### config.mk
export PLATFORM = sky130hd
export DESIGN_NAME = pc_branch_unit_flat
export DESIGN_NICKNAME = d
export VERILOG_FILES = /design/src/rtl/pc_branch_unit_pkg.sv /design/src/rtl/pc_branch_unit_if.sv /design/src/rtl/pc_branch_unit_branch_lut.sv /design/src/rtl/pc_branch_unit.sv /design/src/flat_wrapper.sv
export SDC_FILE = /design/constraint.sdc
export NUM_CORES = 1
export LEC_CHECK = 0
export CORE_MARGIN = 1
export CORE_UTILIZATION = 45
export DETAILED_ROUTE_END_ITERATION = 8
export PLACE_DENSITY = 0.75
export SETUP_SLACK_MARGIN = 0.5
export SLEW_MARGIN = 20
export SYNTH_ARGS = -nofsm -noshare
export SYNTH_HDL_FRONTEND = slang
export SYNTH_SLANG_ARGS = --single-unit
### constraint.sdc
create_clock -name Clk -period 2.5 [get_ports Clk]
set_clock_uncertainty 0.1 [all_clocks]
set_input_delay 0.25 -clock Clk [delete_from_list [all_inputs] [get_ports Clk]]
set_output_delay 0.25 -clock Clk [all_outputs]
set_load 0.02 [all_outputs]
### src/rtl/pc_branch_unit_pkg.sv
// Shared definitions for the PC / branch-resolution stage: sequencer states,
// branch condition codes and the absolute branch-target table.
package pc_branch_unit_pkg;

  typedef enum logic [1:0] {
    IDLE = 2'd0,
    RUN  = 2'd1,
    DONE = 2'd2
  } pcb_state_t;

  localparam logic [1:0] kCOND_AL = 2'b00;
  localparam logic [1:0] kCOND_EQ = 2'b01;
  localparam logic [1:0] kCOND_LT = 2'b10;
  localparam logic [1:0] kCOND_NE = 2'b11;

  localparam int kLUT_DEPTH = 16;
  localparam int kLUT_AW    = 4;

  // Targets are stored 16 bits wide and cut down to the PC width at the read port.
  localparam logic [15:0] kBRANCH_TARGETS [kLUT_DEPTH] = '{
    16'd0,   16'd10,  16'd20,   16'd37,
    16'd100, 16'd512, 16'd1023, 16'd8,
    16'd0,   16'd0,   16'd0,    16'd0,
    16'd0,   16'd0,   16'd0,    16'd0
  };

  function automatic logic [15:0] lut_entry(input logic [31:0] idx);
    logic [15:0] val;
    if (idx < 32'(kLUT_DEPTH)) begin
      val = kBRANCH_TARGETS[idx[kLUT_AW-1:0]];
    end else begin
      val = 16'd0;
    end
    return val;
  endfunction

  function automatic logic cond_met(input logic [1:0] cond, input logic z, input logic n);
    logic res;
    case (cond)
      kCOND_AL: res = 1'b1;
      kCOND_EQ: res = z;
      kCOND_LT: res = n;
      kCOND_NE: res = ~z;
      default:  res = 1'b0;
    endcase
    return res;
  endfunction

endpackage

### src/rtl/pc_branch_unit_if.sv
// Decoder/ALU-facing bundle of the PC / branch unit; master drives the
// instruction controls, slave returns PC, flags and sequencer status.
interface pc_branch_unit_if #(
  parameter int PC_W      = 10,
  parameter int LUT_IDX_W = 4
);
  logic                 Start;
  logic                 Stall;
  logic                 FlagWe;
  logic                 ZeroIn;
  logic                 NegativeIn;
  logic                 Branch;
  logic [1:0]           BranchCond;
  logic [LUT_IDX_W-1:0] TargetIdx;
  logic                 Halt;
  logic [PC_W-1:0]      PC;
  logic                 FlagZ;
  logic                 FlagN;
  logic                 BranchTaken;
  logic                 Running;
  logic                 Done;

  modport master (
    output Start, Stall, FlagWe, ZeroIn, NegativeIn, Branch, BranchCond, TargetIdx, Halt,
    input  PC, FlagZ, FlagN, BranchTaken, Running, Done
  );

  modport slave (
    input  Start, Stall, FlagWe, ZeroIn, NegativeIn, Branch, BranchCond, TargetIdx, Halt,
    output PC, FlagZ, FlagN, BranchTaken, Running, Done
  );
endinterface

### src/rtl/pc_branch_unit_branch_lut.sv
// Combinational branch-target lookup: LUT index to absolute PC; entries
// beyond the table read as 0.
module branch_lut
  import pc_branch_unit_pkg::*;
#(
  parameter int PC_W      = 10,
  parameter int LUT_IDX_W = 4
) (
  input  logic [LUT_IDX_W-1:0] target_idx,
  output logic [PC_W-1:0]      target
);

  // Table read, resized to the PC width
  always_comb begin
    target = PC_W'(lut_entry(32'(target_idx)));
  end

endmodule

### src/rtl/pc_branch_unit.sv
// Program counter, flag register and branch resolution with an IDLE/RUN/DONE
// sequencer; every output is taken straight from a flop.
module pc_branch_unit
  import pc_branch_unit_pkg::*;
#(
  parameter int PC_W      = 10,
  parameter int LUT_IDX_W = 4
) (
  input logic               Clk,
  input logic               Reset_n,
  pc_branch_unit_if.slave   bus
);

  pcb_state_t      state_r;
  logic [PC_W-1:0] pc_r;
  logic [PC_W-1:0] pc_inc_s;
  logic [PC_W-1:0] target_s;
  logic            flag_z_r;
  logic            flag_n_r;
  logic            branch_taken_r;
  logic            running_r;
  logic            done_r;
  logic            take_s;

  branch_lut #(
    .PC_W      (PC_W),
    .LUT_IDX_W (LUT_IDX_W)
  ) u_branch_lut (
    .target_idx (bus.TargetIdx),
    .target     (target_s)
  );

  // Natural overflow gives the wrap from all-ones back to 0.
  assign pc_inc_s = pc_r + {{(PC_W-1){1'b0}}, 1'b1};
  // Conditions see the flags registered before this instruction (no forwarding).
  assign take_s   = bus.Branch & cond_met(bus.BranchCond, flag_z_r, flag_n_r);

  // Sequencer, PC, flags and status registers
  always_ff @(posedge Clk or negedge Reset_n) begin
    if (!Reset_n) begin
      state_r        <= IDLE;
      pc_r           <= {PC_W{1'b0}};
      flag_z_r       <= 1'b0;
      flag_n_r       <= 1'b0;
      branch_taken_r <= 1'b0;
      running_r      <= 1'b0;
      done_r         <= 1'b0;
    end else begin
      case (state_r)
        IDLE: begin
          pc_r           <= {PC_W{1'b0}};
          branch_taken_r <= 1'b0;
          if (bus.Start) begin
            state_r   <= RUN;
            running_r <= 1'b1;
            done_r    <= 1'b0;
            flag_z_r  <= 1'b0;
            flag_n_r  <= 1'b0;
          end
        end
        RUN: begin
          if (bus.Stall) begin
            branch_taken_r <= 1'b0;
          end else begin
            if (bus.FlagWe) begin
              flag_z_r <= bus.ZeroIn;
              flag_n_r <= bus.NegativeIn;
            end
            if (bus.Halt) begin
              state_r        <= DONE;
              running_r      <= 1'b0;
              done_r         <= 1'b1;
              branch_taken_r <= 1'b0;
            end else if (take_s) begin
              pc_r           <= target_s;
              branch_taken_r <= 1'b1;
            end else begin
              pc_r           <= pc_inc_s;
              branch_taken_r <= 1'b0;
            end
          end
        end
        DONE: begin
          branch_taken_r <= 1'b0;
          if (bus.Start) begin
            state_r   <= RUN;
            pc_r      <= {PC_W{1'b0}};
            flag_z_r  <= 1'b0;
            flag_n_r  <= 1'b0;
            running_r <= 1'b1;
            done_r    <= 1'b0;
          end
        end
        default: begin
          state_r        <= IDLE;
          pc_r           <= {PC_W{1'b0}};
          flag_z_r       <= 1'b0;
          flag_n_r       <= 1'b0;
          branch_taken_r <= 1'b0;
          running_r      <= 1'b0;
          done_r         <= 1'b0;
        end
      endcase
    end
  end

  assign bus.PC          = pc_r;
  assign bus.FlagZ       = flag_z_r;
  assign bus.FlagN       = flag_n_r;
  assign bus.BranchTaken = branch_taken_r;
  assign bus.Running     = running_r;
  assign bus.Done        = done_r;

endmodule
### src/flat_wrapper.sv
// flat-port wrapper written by rule: the top's interface ports become plain ports
module pc_branch_unit_flat import pc_branch_unit_pkg::*;
#(
  parameter int PC_W      = 10,
  parameter int LUT_IDX_W = 4
)
  (Clk, Reset_n, bus_Start, bus_Stall, bus_FlagWe, bus_ZeroIn, bus_NegativeIn, bus_Branch, bus_BranchCond, bus_TargetIdx, bus_Halt, bus_PC, bus_FlagZ, bus_FlagN, bus_BranchTaken, bus_Running, bus_Done);
  pc_branch_unit_if #(.PC_W(PC_W), .LUT_IDX_W(LUT_IDX_W)) bus_i ();
  input logic Clk;
  input logic Reset_n;
  input wire logic [$bits(bus_i.Start)-1:0] bus_Start;
  input wire logic [$bits(bus_i.Stall)-1:0] bus_Stall;
  input wire logic [$bits(bus_i.FlagWe)-1:0] bus_FlagWe;
  input wire logic [$bits(bus_i.ZeroIn)-1:0] bus_ZeroIn;
  input wire logic [$bits(bus_i.NegativeIn)-1:0] bus_NegativeIn;
  input wire logic [$bits(bus_i.Branch)-1:0] bus_Branch;
  input wire logic [$bits(bus_i.BranchCond)-1:0] bus_BranchCond;
  input wire logic [$bits(bus_i.TargetIdx)-1:0] bus_TargetIdx;
  input wire logic [$bits(bus_i.Halt)-1:0] bus_Halt;
  output wire logic [$bits(bus_i.PC)-1:0] bus_PC;
  output wire logic [$bits(bus_i.FlagZ)-1:0] bus_FlagZ;
  output wire logic [$bits(bus_i.FlagN)-1:0] bus_FlagN;
  output wire logic [$bits(bus_i.BranchTaken)-1:0] bus_BranchTaken;
  output wire logic [$bits(bus_i.Running)-1:0] bus_Running;
  output wire logic [$bits(bus_i.Done)-1:0] bus_Done;
  assign bus_i.Start = bus_Start;
  assign bus_i.Stall = bus_Stall;
  assign bus_i.FlagWe = bus_FlagWe;
  assign bus_i.ZeroIn = bus_ZeroIn;
  assign bus_i.NegativeIn = bus_NegativeIn;
  assign bus_i.Branch = bus_Branch;
  assign bus_i.BranchCond = bus_BranchCond;
  assign bus_i.TargetIdx = bus_TargetIdx;
  assign bus_i.Halt = bus_Halt;
  assign bus_PC = bus_i.PC;
  assign bus_FlagZ = bus_i.FlagZ;
  assign bus_FlagN = bus_i.FlagN;
  assign bus_BranchTaken = bus_i.BranchTaken;
  assign bus_Running = bus_i.Running;
  assign bus_Done = bus_i.Done;
  pc_branch_unit #(.PC_W(PC_W), .LUT_IDX_W(LUT_IDX_W)) u_core (.Clk(Clk), .Reset_n(Reset_n), .bus(bus_i));
endmodule
==> run metrics <==
syn_area_per_cell approximately 9 sq um; syn_nets 143; Tot GR Track Use 0.2253; met3 usage 0.06140; crit start category register; # diodes 0; Worst EP arrival between 1.5 and 2 ns; drt initial violations 15; highest-count cells in the layout ignoring fill and taps 29 x clkdlybuf4s50_1, 16 x dfrtp_1, 10 x mux2i_1; first-pass GRT wire length around 4.5 mm; TritonCTS clock tree done; Yosys warning count 0; die height around 52 um; Resize count post-CTS 0; IO Pins 30; initial core utilization 0.4948; met1 GRT Util 0.2631; Rel. slew slack 0.5106; Clock transition at path regs ~0.1 ns; ys async rst share 1.000; WL per Instance 14.66 um; routability cong. between 0.8 and 0.9; chip width approximately 52 um; Post-Syn Area ~1100 sq um; total negative slack 0 ns; Slew @ Worst Pin 0.7318 ns; H-tree depth 1; total die area around 2700 sq um; vias in the first global route ~1,000; gr busiest metal met2; fillcell total ~190; R2R cell count 4; post-synthesis register bit count 16; # DRC 0; Worst Hold Class input port to async pin; Worst Setup End Kind register; worst skew pair latency around 0.30 ns; antenna violations before repair 0; worst-case clock buffer depth 2; Syn Inst Count 123; synth unique cells 39; Routed Wire Length between 2 and 3 mm; # Post-CTS Setup Buffers 0; WS Path Type register to register; I/O Buffers 29; Setup violations, final 0; Root Buffer clkbuf_4; Detail Placement HPWL ~2 mm; fin. max-slew vios 0; outcome finished, final reports clean; clock buffer count from CTS 3; grt ovf 0; crit path max fanout 7; routed vias/inst ~6.0; CTS sink count 16; leading register cell type out of synthesis dfrtp_1; RSZ-0062 raised after global routing false; Antenna Nets Post-Route 0; register area share after synthesis 0.3556; largest net degree at the start of global routing 22; clock period minus worst slack 1.770 ns; Tcrit/Tclk final 0.7080; Hold Vio Cnt, Final 0; final total power roughly 0.72 mW; Via Count about 1,100; Worst EP required ~2.6 ns; power density over the cells 493.0 nW/um^2; drt first pass iters 4; Post-synth EDFFs 0; Max Cap Viol 0; layout cells sized above 1 0.07895; fmax approximately 0.56 GHz; nets between 150 and 200; grt met2 use 0.4124; maximum VDD drop 421.2 uV; Core Area ~2300 sq um; Synth-to-Final Area Change 30.11%; cts hold-fix bufs 0; row count 17; P_leak 0.6397 nW; most common cell after layout, fill and taps aside clkdlybuf4s50_1
==> cells by family after synthesis <==
| group | after synthesis | synth area share |
|---|---|---|
| and+or+nand+nor | 43 | 0.2234 |
| xor gates and xnor gates | 1 | 0.007779 |
| buffers and inverters | 14 | 0.05667 |
| DFF | 16 | 0.3556 |
| muxes | 11 | 0.09889 |
| AOI/OAI and AO/OA | 33 | 0.2022 |
| adders and majority gates | 5 | 0.05556 |
==> Yosys cell counts (3+ instances only) <==
cell type / instances / area (sq um)
nor2_1: 9 / 33.78
a32o_1: 3 / 30.03
a31oi_1: 4 / 25.02
o22ai_1: 7 / 43.79
nor2b_1: 5 / 31.28
mux2i_1: 10 / 100.1
and3_1: 4 / 25.02
ha_1: 5 / 62.56
a21oi_1: 5 / 25.02
inv_1: 9 / 33.78
nand2b_1: 5 / 31.28
o21ai_0: 3 / 15.01
nand3_1: 4 / 20.02
nand2_1: 5 / 18.77
dfrtp_1: 16 / 400.4
==> cell type report <==
class	instances	area, sq um	share of cell area
clock buffers	4	36.28	0.02477
well taps	28	35.03	0.02391
flip-flops and latches	16	400.4	0.2733
repair buffers	30	297.8	0.2032
multi-input cells	93	661.9	0.4517
inverters	9	33.78	0.02306
==> flip-flops by register name, indices dropped and copies added, names as in the netlist <==
signal                  count
u_core.state_r              2
u_core.bus.FlagZ            1
u_core.bus.BranchTaken      1
u_core.bus.FlagN            1
u_core.bus.Running          1
u_core.bus.PC              10
==> report_power, final <==
group | switching [mW] | internal, mW | total [mW]
Sequential | 0.0268 | 0.281 | 0.308
Clock | 0.0928 | 0.0889 | 0.182
Combinational | 0.121 | 0.112 | 0.233
Total | 0.241 | 0.481 | 0.722
==> layer usage <==
| layer | vias to the layer above | part of all wire |
|---|---|---|
| met3 | 2 | 0.059 |
| met1 | 520 | 0.44 |
| met5 | - | 0 |
| li1 | 514 | - |
| met4 | 0 | 0.0038 |
| met2 | 37 | 0.50 |
==> through the flow <==
stage	area, sq um	hold slack, ns	utilization	setup slack (ns)	std cells
3_3_place_gp	1429	0.4266	0.6278	0.6029	176
5_1_grt	1465	0.3314	0.6438	0.6038	180
4_1_cts	1465	0.3078	0.6438	0.7526	180
3_5_place_dp	1429	0.4233	0.6278	0.5352	176
6_report	1465	0.2737	0.6438	0.7300	180
2_1_floorplan	1126	-0.1456	-	0.8711	123
==> worst paths after layout <==
| path | slack, ns | end | start |
|---|---|---|---|
| worst max register to register | 0.73 | u_core.bus.PC[7] | u_core.state_r[1] |
| min in group Clk | 0.44 | u_core.bus.FlagN | u_core.bus.FlagN |
| worst min-delay path | 0.27 | u_core.bus.PC[8] | Reset_n |
| worst max-delay path | 0.73 | u_core.bus.PC[7] | u_core.state_r[1] |
| max in group asynchronous | 1.57 | u_core.state_r[0] | Reset_n |
| worst min register to register | 0.44 | u_core.bus.FlagN | u_core.bus.FlagN |
==> critical path: stages (launching register included) <==
cell,delay (ns)
dfrtp_1,0.44
nand2b_1,0.24
nor3_2,0.46
o21ai_0,0.24
o211ai_1,0.21
(Power assumes the default switching activity.)
